File: src/rtl/mem_port_arbiter.sv
// Purpose: shares one single-port, variable-latency memory between the fetch (i_*) and load/store (d_*) ports.
// Latency: request in cycle 0 -> mem_req in cycle 1 -> ack in the cycle after mem_ready (2 cycles minimum).
// Backpressure: each requester holds its req until its one-cycle ack; the memory stretches with mem_ready=0.
// Ports:
//   clk, reset         clock; asynchronous active-low reset
//   i_req/i_addr       fetch request and address; i_cancel abandons a pending or in-flight fetch
//   i_rdata/i_ack      registered fetch data and its one-cycle completion pulse
//   d_req/d_we/d_addr/d_wdata   data request (store when d_we=1)
//   d_rdata/d_ack      registered load data and its one-cycle completion pulse
//   mem_req/mem_we/mem_addr/mem_wdata   latched memory request, held until mem_ready
//   mem_rdata/mem_ready                 memory response
//   busy               a memory transaction is in flight
module mem_port_arbiter #(
  parameter int AW          = 32,
  parameter int DW          = 32,
  parameter int ISTARVE_MAX = 4
) (
  input  logic          clk,
  input  logic          reset,
  input  logic          i_req,
  input  logic [AW-1:0] i_addr,
  input  logic          i_cancel,
  output logic [DW-1:0] i_rdata,
  output logic          i_ack,
  input  logic          d_req,
  input  logic          d_we,
  input  logic [AW-1:0] d_addr,
  input  logic [DW-1:0] d_wdata,
  output logic [DW-1:0] d_rdata,
  output logic          d_ack,
  output logic          mem_req,
  output logic          mem_we,
  output logic [AW-1:0] mem_addr,
  output logic [DW-1:0] mem_wdata,
  input  logic [DW-1:0] mem_rdata,
  input  logic          mem_ready,
  output logic          busy
);

  typedef enum logic [1:0] {
    S_IDLE   = 2'd0,
    S_BUSY_I = 2'd1,
    S_BUSY_D = 2'd2
  } state_t;

  localparam logic [3:0] SCNT_MAX = 4'(ISTARVE_MAX);

  state_t     r_state;
  state_t     w_next_state;
  logic [3:0] r_scnt;
  logic       r_cancel;
  logic       w_i_elig;
  logic       w_d_elig;
  logic       w_grant_i;
  logic       w_grant_d;
  logic       w_done;

  // A port whose ack is high this cycle is finishing, not requesting again;
  // this lets the other port take the memory in the ack cycle.
  assign w_i_elig = i_req & ~i_ack & ~i_cancel;
  assign w_d_elig = d_req & ~d_ack;
  assign busy     = (r_state != S_IDLE);

  always_ff @(posedge clk or negedge reset) begin
    if (!reset) begin
      r_state <= S_IDLE;
    end else begin
      r_state <= w_next_state;
    end
  end

  always_comb begin
    w_next_state = r_state;
    w_grant_i    = 1'b0;
    w_grant_d    = 1'b0;
    w_done       = 1'b0;
    case (r_state)
      S_IDLE: begin
        // Data wins contention unless fetch has already lost SCNT_MAX times in a row.
        if (w_i_elig && (!w_d_elig || (r_scnt == SCNT_MAX))) begin
          w_grant_i    = 1'b1;
          w_next_state = S_BUSY_I;
        end else if (w_d_elig) begin
          w_grant_d    = 1'b1;
          w_next_state = S_BUSY_D;
        end
      end
      S_BUSY_I, S_BUSY_D: begin
        if (mem_ready) begin
          w_done       = 1'b1;
          w_next_state = S_IDLE;
        end
      end
      default: w_next_state = S_IDLE;
    endcase
  end

  always_ff @(posedge clk or negedge reset) begin
    if (!reset) begin
      i_rdata   <= '0;
      i_ack     <= 1'b0;
      d_rdata   <= '0;
      d_ack     <= 1'b0;
      mem_req   <= 1'b0;
      mem_we    <= 1'b0;
      mem_addr  <= '0;
      mem_wdata <= '0;
      r_scnt    <= 4'd0;
      r_cancel  <= 1'b0;
    end else begin
      i_ack <= 1'b0;
      d_ack <= 1'b0;

      if (w_grant_i) begin
        mem_req  <= 1'b1;
        mem_we   <= 1'b0;
        mem_addr <= i_addr;
        r_scnt   <= 4'd0;
      end else if (w_grant_d) begin
        mem_req   <= 1'b1;
        mem_we    <= d_we;
        mem_addr  <= d_addr;
        mem_wdata <= d_wdata;
        // Only count data wins that actually made a fetch wait.
        if (i_req && (r_scnt != SCNT_MAX)) begin
          r_scnt <= r_scnt + 4'd1;
        end
      end else if (w_done) begin
        mem_req  <= 1'b0;
        mem_we   <= 1'b0;
        r_cancel <= 1'b0;
        if (r_state == S_BUSY_D) begin
          d_ack <= 1'b1;
          if (!mem_we) begin
            d_rdata <= mem_rdata;
          end
        end else if (!r_cancel && !i_cancel) begin
          // A cancel seen at any point of the fetch, including this last
          // cycle, discards the response; the memory access still completes.
          i_ack   <= 1'b1;
          i_rdata <= mem_rdata;
        end
      end else if ((r_state == S_BUSY_I) && i_cancel) begin
        r_cancel <= 1'b1;
      end
    end
  end

endmodule

File: config.mk
export PLATFORM = sky130hd
export DESIGN_NAME = mem_port_arbiter
export DESIGN_NICKNAME = d
export VERILOG_FILES = /design/src/rtl/mem_port_arbiter.sv
export SDC_FILE = /design/constraint.sdc
export NUM_CORES = 1
export LEC_CHECK = 0
export BUFFER_PORTS_ARGS = -buffer_cell sky130_fd_sc_hd__buf_2
export CAP_MARGIN = 20
export CORE_ASPECT_RATIO = 0.6
export CORE_MARGIN = 3
export CORE_UTILIZATION = 40
export CTS_BUF_LIST = sky130_fd_sc_hd__clkbuf_8
export CTS_CLUSTER_SIZE = 20
export DETAILED_ROUTE_END_ITERATION = 16
export PLACE_DENSITY = 0.82
export SETUP_SLACK_MARGIN = 0.5
export SLEW_MARGIN = 10
export SYNTH_ARGS = -nofsm -noshare
export SYNTH_HDL_FRONTEND = slang
export SYNTH_SLANG_ARGS = --single-unit
File: constraint.sdc
create_clock -name clk -period 3.7 [get_ports clk]
set_input_delay 0.37 -clock clk [delete_from_list [all_inputs] [get_ports clk]]
set_output_delay 0.37 -clock clk [all_outputs]
set_load 0.02 [all_outputs]
==> impl_metrics.yaml, run 1 <==
sta:
  period_share: 0.7154
  finalHoldViolations: 0
  finalWorstSetupSlack_ns: 1.053
  worst_pin_slew_ns: 0.9026
  rsz0062_at_grt: "no"
  drv_slew: 0
  report.final.setup_viol: 0
  fin_tns_setup_ns: 0
  maxSlewHeadroom: 0.3982
  finalClockSkew_ns: 0.01225
  period_minus_slack_ns: 2.647
  clock.fmax_ghz: 0.3778
status:
  status: "completed"
pwr:
  switchingPower_mw: 2.929
  p_per_area_nw_per_um2: 915.5
  p_comb_frac: 0.458
  p_leak_nw: 3.965
  p_sw_frac: 0.4116
  peakVddDrop_v: 0.0004410
  pwr-share-seq: 0.373
  totalPowerFinal_mw: 7.115
  p_int_mw: 4.187
  clkPwrFrac: 0.170
global_route:
  grt_max_degree: 102
  grt_pass1_wl_mm: 23.85
  use_met2: 0.2977
  grtUsageMet3: 0.04784
  use_met1: 0.2430
  top_usage_layer: "met2"
  grt_pass1_vias: 4671
  grt_usage: 0.1826
  antenna_found_initial: 0
  grt_overflow_total: 0
routing:
  vias: 4393
  drc_errors: 0
  routed_wl_mm: 14.81
  avgRoutedWirePerCell_um: 16.28
  drt_iter0_drc: 238
  via_per_inst: 4.827
  ant_nets: 0
  firstDrtPassIters: 4
synth:
  synth-xor-area-share: 0
  synthDistinctLibCells: 35
  synthAdderAreaFrac: 0.01061
  synthCells: 437
  synthMuxAreaShare: 0.2017
  synth_top_cell_by_area: "dfrtp_1"
  avgSynthCellArea_um2: 13.50
  synth_simple_gate_area_frac: 0.06046
  synth_compound_area_frac: 0.06703
  synth_top_cells_by_area: "dfrtp_1 (59%), mux2_2 (12%), mux2_4 (7.4%)"
  syn-num-nets: 577
  ys_seq_area_frac: 0.5897
  synth_top_area_frac: 0.5897
  syn_area_um2: 5898
  ys_ff_latch: 139
  synth_warnings: 0
  synth_top_family_by_area: "multiplexers"
cells_and_area:
  layout-drive-gt1-share: 0.5655
  seq_area_um2: 3478
  diodes: 0
  fillers: 1211
  design_area_um2: 7772
  area_growth_pct: 31.78
  fin_nets: 845
  instances_no_fill: 910
  multi_input_area_um2: 2016
floorplan:
  fp-row-count: 33
  die_h_um: 100.1
  start_util: 0.4201
  dieArea_um2: 16290
  core_um2: 14040
  io_pins: 268
  die_w_um: 162.8
clock_network:
  cts_tree: "done"
  ctsHoldBuffers: 0
  ctsHtreeMaxLevel: 4
  clk-insertion-delay-late_ns: 0.42
  clockBufferDepth: 2
  clk_pin_slew_worst_paths_ns: 0.09
  numCtsBuffers: 17
  post_cts_resized: 0
  cts_root_buffer: "clkbuf_8"
  postCtsSetupRepairBufs: 0
  cts_sinks: 139
critical_path:
  crit_fanout: 37
  r2r_end: "mem_addr[8]$_DFFE_PN0P_"
  r2r_cells: 6
  end_kind: "flop"
  rrSetupSlack_ns: 1.05
  reg2reg_from: "r_state[0]$_DFFE_PN0P_"
  crit_arrival_ns: 2.91
  cp-start-kind: "flop"
  crit_type: "flop to flop"
  cp_data_required_time_ns: 3.97
placed_design:
  place.gp.congestion: 0.7942
  hpwlAfterDp_mm: 11.15
  placed_area_um2: 7385
  port_buffers: 267
  place_inst: 878
  dp_slack_ns: 1.042
flow_run:
  drv_cap: 0
min_path:
  hold_path_class: "primary input to async pin"
worst max-delay path by stage:
stage / startpoint / end / slack (ns) / cells past startpoint
finish: r_state[0]$_DFFE_PN0P_ / mem_addr[8]$_DFFE_PN0P_ / 1.05 / 6
global route: r_state[0]$_DFFE_PN0P_ / mem_addr[15]$_DFFE_PN0P_ / 0.85 / 6
CTS: r_state[0]$_DFFE_PN0P_ / i_rdata[25]$_DFFE_PN0P_ / 1.02 / 6
detailed placement: r_state[0]$_DFFE_PN0P_ / i_rdata[25]$_DFFE_PN0P_ / 1.04 / 6
global placement: r_state[0]$_DFFE_PN0P_ / i_rdata[26]$_DFFE_PN0P_ / 1.11 / 6
floorplan: r_state[0]$_DFFE_PN0P_ / i_rdata[0]$_DFFE_PN0P_ / 1.60 / 7
area by class of cell:
type,count,share of cell area
clock inverters,15,0.01980
repair buffers,275,0.1805
inverters,66,0.03187
well taps,192,0.03091
clock buffers,17,0.03010
flip-flops and latches,139,0.4475
multi-input cells,206,0.2593
layer usage:
layer	share of wire	up-vias
li1	-	2069
met1	0.44	2177
met5	0	-
met2	0.49	138
met3	0.058	9
met4	0.0059	0
state kept, by name, indices dropped and copies added (netlist names):
name       count
r_cancel       1
d_ack          1
i_ack          1
mem_addr      32
r_scnt         4
mem_wdata     32
mem_we         1
mem_req        1
r_state        2
i_rdata       32
d_rdata       32
synthesized netlist by cell type:
cell type  count
a221o_1        2
and4bb_2       1
a31oi_1        2
inv_1         66
nor3_1        30
nand3_1        3
o31ai_1        2
mux2_1         2
mux2_2        65
buf_4          1
a21bo_2        1
and3b_1        2
a32o_1         1
ha_1           5
nand4b_1       1
and4b_1        1
nor4b_1        1
buf_2         11
nor2_1         1
nor4_4         2
dfrtp_1      139
nand2b_1       3
a221oi_1      30
nand3b_1       2
o21a_1         1
or4_1          1
buf_6          7
a22o_1         2
mux2_4        29
clkbuf_1       7
nor3b_1        3
nand2_1        3
or3_1          2
o21ai_0        3
a21oi_1        5
cells by family after synthesis:
family,Yosys count
buf+inv,92
fa+ha+maj,5
simple gates,56
compound gates,49
flops,139
mux,96
metrics by stage:
step,util,hold slack (ns)
floorplan,-,0.07441
global placement,0.5260,0.4603
detailed placement,0.5260,0.4685
CTS,0.5537,0.06081
global route,0.5537,0.08160
finish,0.5537,0.04398
worst max-delay path, cell delays in order (launching register included):
cell	delay (ns)
dfrtp_1	0.41
inv_1	0.09
ha_1	0.27
and4bb_2	0.82
o21a_1	0.36
buf_4	0.37
a221oi_1	0.16
power groups by stage:
stage / Combinational [mW] / Sequential, mW / Clock (mW)
3_3_place_gp: 3.22 / 2.64 / 0
4_1_cts: 3.30 / 2.66 / 1.25
3_5_place_dp: 3.30 / 2.67 / 0
2_1_floorplan: 1.30 / 3.51 / 0
6_report: 3.26 / 2.65 / 1.21
5_1_grt: 3.49 / 2.75 / 1.32
layout by cell type, fill, tap and decap left out, types with 4 or more instances in the layout:
master | netlist | routed
mux2_4 | 29 | 29
ha_1 | 5 | 5
dfrtp_1 | 139 | 139
nor3_1 | 30 | 30
inv_6 | 0 | 6
clkbuf_8 | 0 | 17
a221oi_1 | 30 | 30
buf_2 | 11 | 266
mux2_2 | 65 | 65
a21oi_1 | 5 | 4
buf_4 | 1 | 8
inv_1 | 66 | 66
No activity file was read; power rests on OpenSTA's default activity.
==> run 2, diff against run 1 <==
- PLACE_DENSITY: 0.82 -> 0.85
- clock period: 3.7 -> 2.3 ns (I/O delays scaled with it)
==> run 2 against run 1 <==
Compared with the run above:
- die area unchanged
- global-route usage increased by 1.4 points
- first-iteration DRC count decreased by 35%
- power increased by 77%
- maximum frequency increased by 28%
- cell area increased by 12%
- clock power increased by 60%
- cell count increased by 4.4%
- utilization increased by 6.8 points
- clock skew increased by 0.0040 ns
- via count increased by 6.9%
- register-to-register slack got worse by 0.82 ns
- critical endpoint is now i_rdata[27]$_DFFE_PN0P_
- largest cell class unchanged
==> impl_metrics.yaml, run 2 (same netlist as run 1, synthesis figures left out) <==
status:
  status: "completed"
sta:
  rsz0062_at_grt: "yes"
  period_share: 0.8989
  clock.fmax_ghz: 0.4837
  drv_slew: 0
  period_minus_slack_ns: 2.068
  fin_tns_setup_ns: 0
  maxSlewHeadroom: 0.6793
  finalClockSkew_ns: 0.01621
  finalHoldViolations: 0
  worst_pin_slew_ns: 0.4801
  report.final.setup_viol: 0
clock_network:
  cts_sinks: 139
  clk_pin_slew_worst_paths_ns: 0.09
  numCtsBuffers: 17
  clockBufferDepth: 2
  ctsHtreeMaxLevel: 4
  clk-insertion-delay-late_ns: 0.43
  cts_tree: "done"
  cts_root_buffer: "clkbuf_8"
cells_and_area:
  area_growth_pct: 48.03
  layout-drive-gt1-share: 0.6187
  instances_no_fill: 950
  fillers: 1089
  diodes: 0
  seq_area_um2: 3478
  final_util: 0.6219
  multi_input_area_um2: 2311
  final_cell_mix: "buf_2 (266), dfrtp_1 (139), mux2_4 (72), inv_1 (63), nor3_1 (30)"
  final_common_cell: "buf_2"
  fin_nets: 885
critical_path:
  slowest_delay_ns: 0.41
  r2r_cells: 6
  cp-startpoint: "r_state[1]$_DFFE_PN0P_"
  crit_type: "flop to flop"
  crit_slowest_cell: "dfrtp_1"
  path_buf_inv: 2
  cp-start-kind: "flop"
  crit_fanout: 5
  crit_arrival_ns: 2.37
  cp_data_required_time_ns: 2.60
  path_depth: 6
  cp_top_family: "simple AND/OR/NAND/NOR gates"
  end_kind: "flop"
  path_cells: "ha_2, or3_4, nor4_4, buf_6, buf_12, mux2_2"
  reg2reg_from: "r_state[1]$_DFFE_PN0P_"
global_route:
  use_met1: 0.2533
  grt_usage: 0.1969
  top_usage_layer: "met2"
  grtUsageMet3: 0.04619
  grt_max_degree: 50
  grt_pass1_wl_mm: 25.39
  use_met2: 0.3380
  grt_pass1_vias: 4952
  antenna_found_initial: 0
  grt_overflow_total: 0
flow_run:
  drv_cap: 0
floorplan:
  start_util: 0.4201
  fp-row-count: 33
  core_um2: 14040
  die_h_um: 100.1
  dieArea_um2: 16290
  die_w_um: 162.8
  io_pins: 268
placed_design:
  place_inst: 881
  hpwlAfterDp_mm: 10.78
  place.gp.congestion: 0.7998
  port_buffers: 267
routing:
  drc_errors: 0
  vias: 4698
  drt_iter0_drc: 154
  via_per_inst: 4.945
  routed_wl_mm: 17.50
  firstDrtPassIters: 4
  avgRoutedWirePerCell_um: 18.42
  ant_nets: 0
pwr:
  peakVddDrop_v: 0.0006414
  p_leak_nw: 4.450
  p_per_area_nw_per_um2: 1441
min_path:
  min_from: "d_addr[12]"
  hold_path_depth: 3
  hold_path_class: "primary input to flop"
==> run 2: per-stage QoR <==
step | power (mW) | hold WS, ns | area, um^2 | worst slack, ns
final | 12.58 | 0.03721 | 8731 | 0.2325
after global routing | 13.27 | 0.006586 | 8731 | 0.1691
after CTS | 12.11 | 0.0004685 | 8282 | 0.2599
after detailed placement | 9.672 | 0.1824 | 7487 | 0.1881
after global placement | 9.490 | 0.1796 | 7487 | 0.2403
after floorplan | 7.797 | -0.06559 | 5933 | 0.2672
==> run 2: worst paths after layout <==
path	endpoint	slack (ns)
setup / recovery	i_rdata[27]$_DFFE_PN0P_	0.23
max in group asynchronous	i_rdata[20]$_DFFE_PN0P_	1.19
setup reg to reg	i_rdata[27]$_DFFE_PN0P_	0.23
min in group asynchronous	mem_addr[7]$_DFFE_PN0P_	0.29
hold reg to reg	mem_req$_DFFE_PN0P_	0.50
hold / removal	mem_addr[12]$_DFFE_PN0P_	0.04
==> run 2: worst min-delay path: cells and delay by family <==
kind	cells	cell delay [ns]
buf+inv	2	0.14
compound gates	1	0.05
==> run 2: layout make-up <==
class / count / area share
sequential: 139 / 0.3984
multi-input combinational: 206 / 0.2647
timing repair buffer: 315 / 0.2370
clock buffer: 18 / 0.02837
inverter: 66 / 0.02837
tap: 192 / 0.02752
clock inverter: 14 / 0.01562
==> run 2: timing repair <==
item | CTS | global route
hold endpoints to repair | 47 | 2
pin swaps | 5 | 14
cloned | 6 | 7
resized for setup | 25 | 58
buffers inserted | 16 | 3
setup endpoints to repair | 131 | 133
hold buffers | 3 | 2
==> run 2: power breakdown <==
part	internal, mW	switching [mW]	total [mW]
Clock	0.907	1.02	1.93
Sequential	3.62	0.686	4.31
Combinational	2.99	3.35	6.34
==> run 2: layer usage <==
metal,vias up,routed length [um]
met2,197,8493
met4,0,176
met1,2342,7652
met3,16,1180
li1,2143,-
met5,-,0
==> run 3, diff against run 2 <==
- ABC_CLOCK_PERIOD_IN_PS: default -> 2300
- CTS_BUF_LIST: sky130_fd_sc_hd__clkbuf_8 -> sky130_fd_sc_hd__clkbuf_2
==> run 3 against run 2 <==
Compared with the run above:
- via count increased by 25%
- die area unchanged
- non-clock buffer count increased by 163
- sequential power increased by 2%
- clock-buffer cell count decreased by 1
- critical path type unchanged
- first-iteration DRC count up 94%
- global-route usage increased by 8.0 points
- maximum frequency fell by 5.7%
- largest power group unchanged
- combinational power is 22% higher
==> impl_metrics.yaml, run 3 (same netlist as run 1, synthesis figures left out) <==
status:
  status: "completed"
critical_path:
  cp-start-kind: "flop"
  cp_data_required_time_ns: 2.88
  end_kind: "flop"
  crit_fanout: 8
  crit_arrival_ns: 2.77
  crit_type: "flop to flop"
global_route:
  antenna_found_initial: 1
  grt_overflow_total: 0
  grt_pass1_wl_mm: 34.86
  grt_max_degree: 50
  grt_usage: 0.2772
  grt_pass1_vias: 6394
routing:
  drc_errors: 0
  wl_met3_mm: 2.000
  drt_iter0_drc: 299
  wl_met1_mm: 9.683
  top_layer: "met4"
  firstDrtPassIters: 5
  met2_length_mm: 12.40
  vias: 5859
  via_per_inst: 5.259
  ant_nets: 0
  avgRoutedWirePerCell_um: 22.33
  routed_wl_mm: 24.88
floorplan:
  io_pins: 268
  core_um2: 14040
  die_h_um: 100.1
  die_w_um: 162.8
  start_util: 0.4201
  dieArea_um2: 16290
  fp-row-count: 33
pwr:
  pwr-share-seq: 0.325
  p_comb_frac: 0.570
  p_leak_nw: 5.295
  totalPowerFinal_mw: 13.58
  p_sw_frac: 0.4227
  clkPwrFrac: 0.105
  p_per_area_nw_per_um2: 1264
  peakVddDrop_v: 0.0007144
  p_int_mw: 7.840
  switchingPower_mw: 5.741
cells_and_area:
  instances_no_fill: 1114
  final_cell_mix: "buf_2 (265), dfrtp_1 (139), dlygate4sd3_1 (135), mux2_4 (83), inv_1 (61)"
  fin_nets: 1048
  area_growth_pct: 82.14
  final_util: 0.7652
  fillers: 796
  layout-drive-gt1-share: 0.5820
  final_common_cell: "buf_2"
sta:
  fin_tns_setup_ns: 0
  finalClockSkew_ns: 0.04617
  worst_pin_slew_ns: 0.5083
  report.final.setup_viol: 0
  finalHoldViolations: 0
  maxSlewHeadroom: 0.6604
  period_minus_slack_ns: 2.193
  clock.fmax_ghz: 0.4560
  rsz0062_at_grt: "yes"
  period_share: 0.9535
  whs_ns: 0.3239
  drv_slew: 0
clock_network:
  cts_tree: "done"
  cts_root_buffer: "clkbuf_2"
  numCtsBuffers: 17
  clk-insertion-delay-late_ns: 0.67
  ctsHtreeMaxLevel: 4
  cts_sinks: 139
  clk_pin_slew_worst_paths_ns: 0.26
  clockBufferDepth: 2
flow_run:
  drv_cap: 0
min_path:
  hold_path_class: "primary input to flop"
placed_design:
  place_inst: 881
  hpwlAfterDp_mm: 10.78
  place.gp.congestion: 0.7998
  port_buffers: 267
==> run 3: repair_timing <==
item / 4_1_cts / 5_1_grt
setup endpoints to repair: 135 / 139
resized for setup: 97 / 69
hold buffers: 136 / 0
hold endpoints to repair: 276 / 0
setup buffers: 22 / 22
pin swaps: 6 / 22
cloned: 13 / 7
==> run 3: worst paths after layout <==
path	start	to	cells after the start	slack (ns)
setup / recovery	r_state[1]$_DFFE_PN0P_	i_rdata[3]$_DFFE_PN0P_	8	0.11
hold / removal	d_wdata[2]	mem_wdata[2]$_DFFE_PN0P_	3	0.32
max in group asynchronous	reset	mem_addr[14]$_DFFE_PN0P_	4	1.06
min in group asynchronous	reset	mem_wdata[0]$_DFFE_PN0P_	3	0.55
setup reg to reg	r_state[1]$_DFFE_PN0P_	i_rdata[3]$_DFFE_PN0P_	8	0.11
hold reg to reg	mem_req$_DFFE_PN0P_	mem_req$_DFFE_PN0P_	2	0.53
==> run 3: power groups by stage <==
stage                     Sequential, mW  Clock [mW]  Combinational (mW)
after CTS                           4.27        1.43                6.63
after detailed placement            4.30           0                5.38
after global placement              4.26           0                5.23
final                               4.41        1.42                7.75
after floorplan                     5.65           0                2.14
after global routing                4.53        1.56                8.08
==> run 3: critical path: stages (launching register included) <==
cell and delay (ns):
dfrtp_1 0.46, inv_2 0.08, ha_4 0.19, and3b_2 0.28, nor4_4 0.31, buf_6 0.19
buf_4 0.14, buf_16 0.14, mux2_4 0.30
==> run 3: layer usage <==
metal  up-vias  track usage
met5         -            0
met4         0       0.1027
met3        75      0.08660
met2       367       0.4768
met1      2939       0.3300
li1       2478            -
==> run 3: per-stage QoR <==
step | area (um^2) | worst slack (ns)
after floorplan | 5933 | 0.2672
after global placement | 7487 | 0.2403
after detailed placement | 7487 | 0.1881
after CTS | 10050 | 0.1785
after global routing | 10740 | 0.05807
final | 10740 | 0.1069
==> run 3: cell type report <==
class | count | area, um^2 | share of cell area
tap | 192 | 240.2 | 0.02236
sequential | 139 | 3478 | 0.3238
multi-input combinational | 206 | 2601 | 0.2421
inverter | 66 | 247.7 | 0.02306
antenna | 1 | 2.502 | 0.0002329
timing repair buffer | 478 | 3948 | 0.3675
clock inverter | 15 | 140.1 | 0.01304
clock buffer | 17 | 85.08 | 0.007920
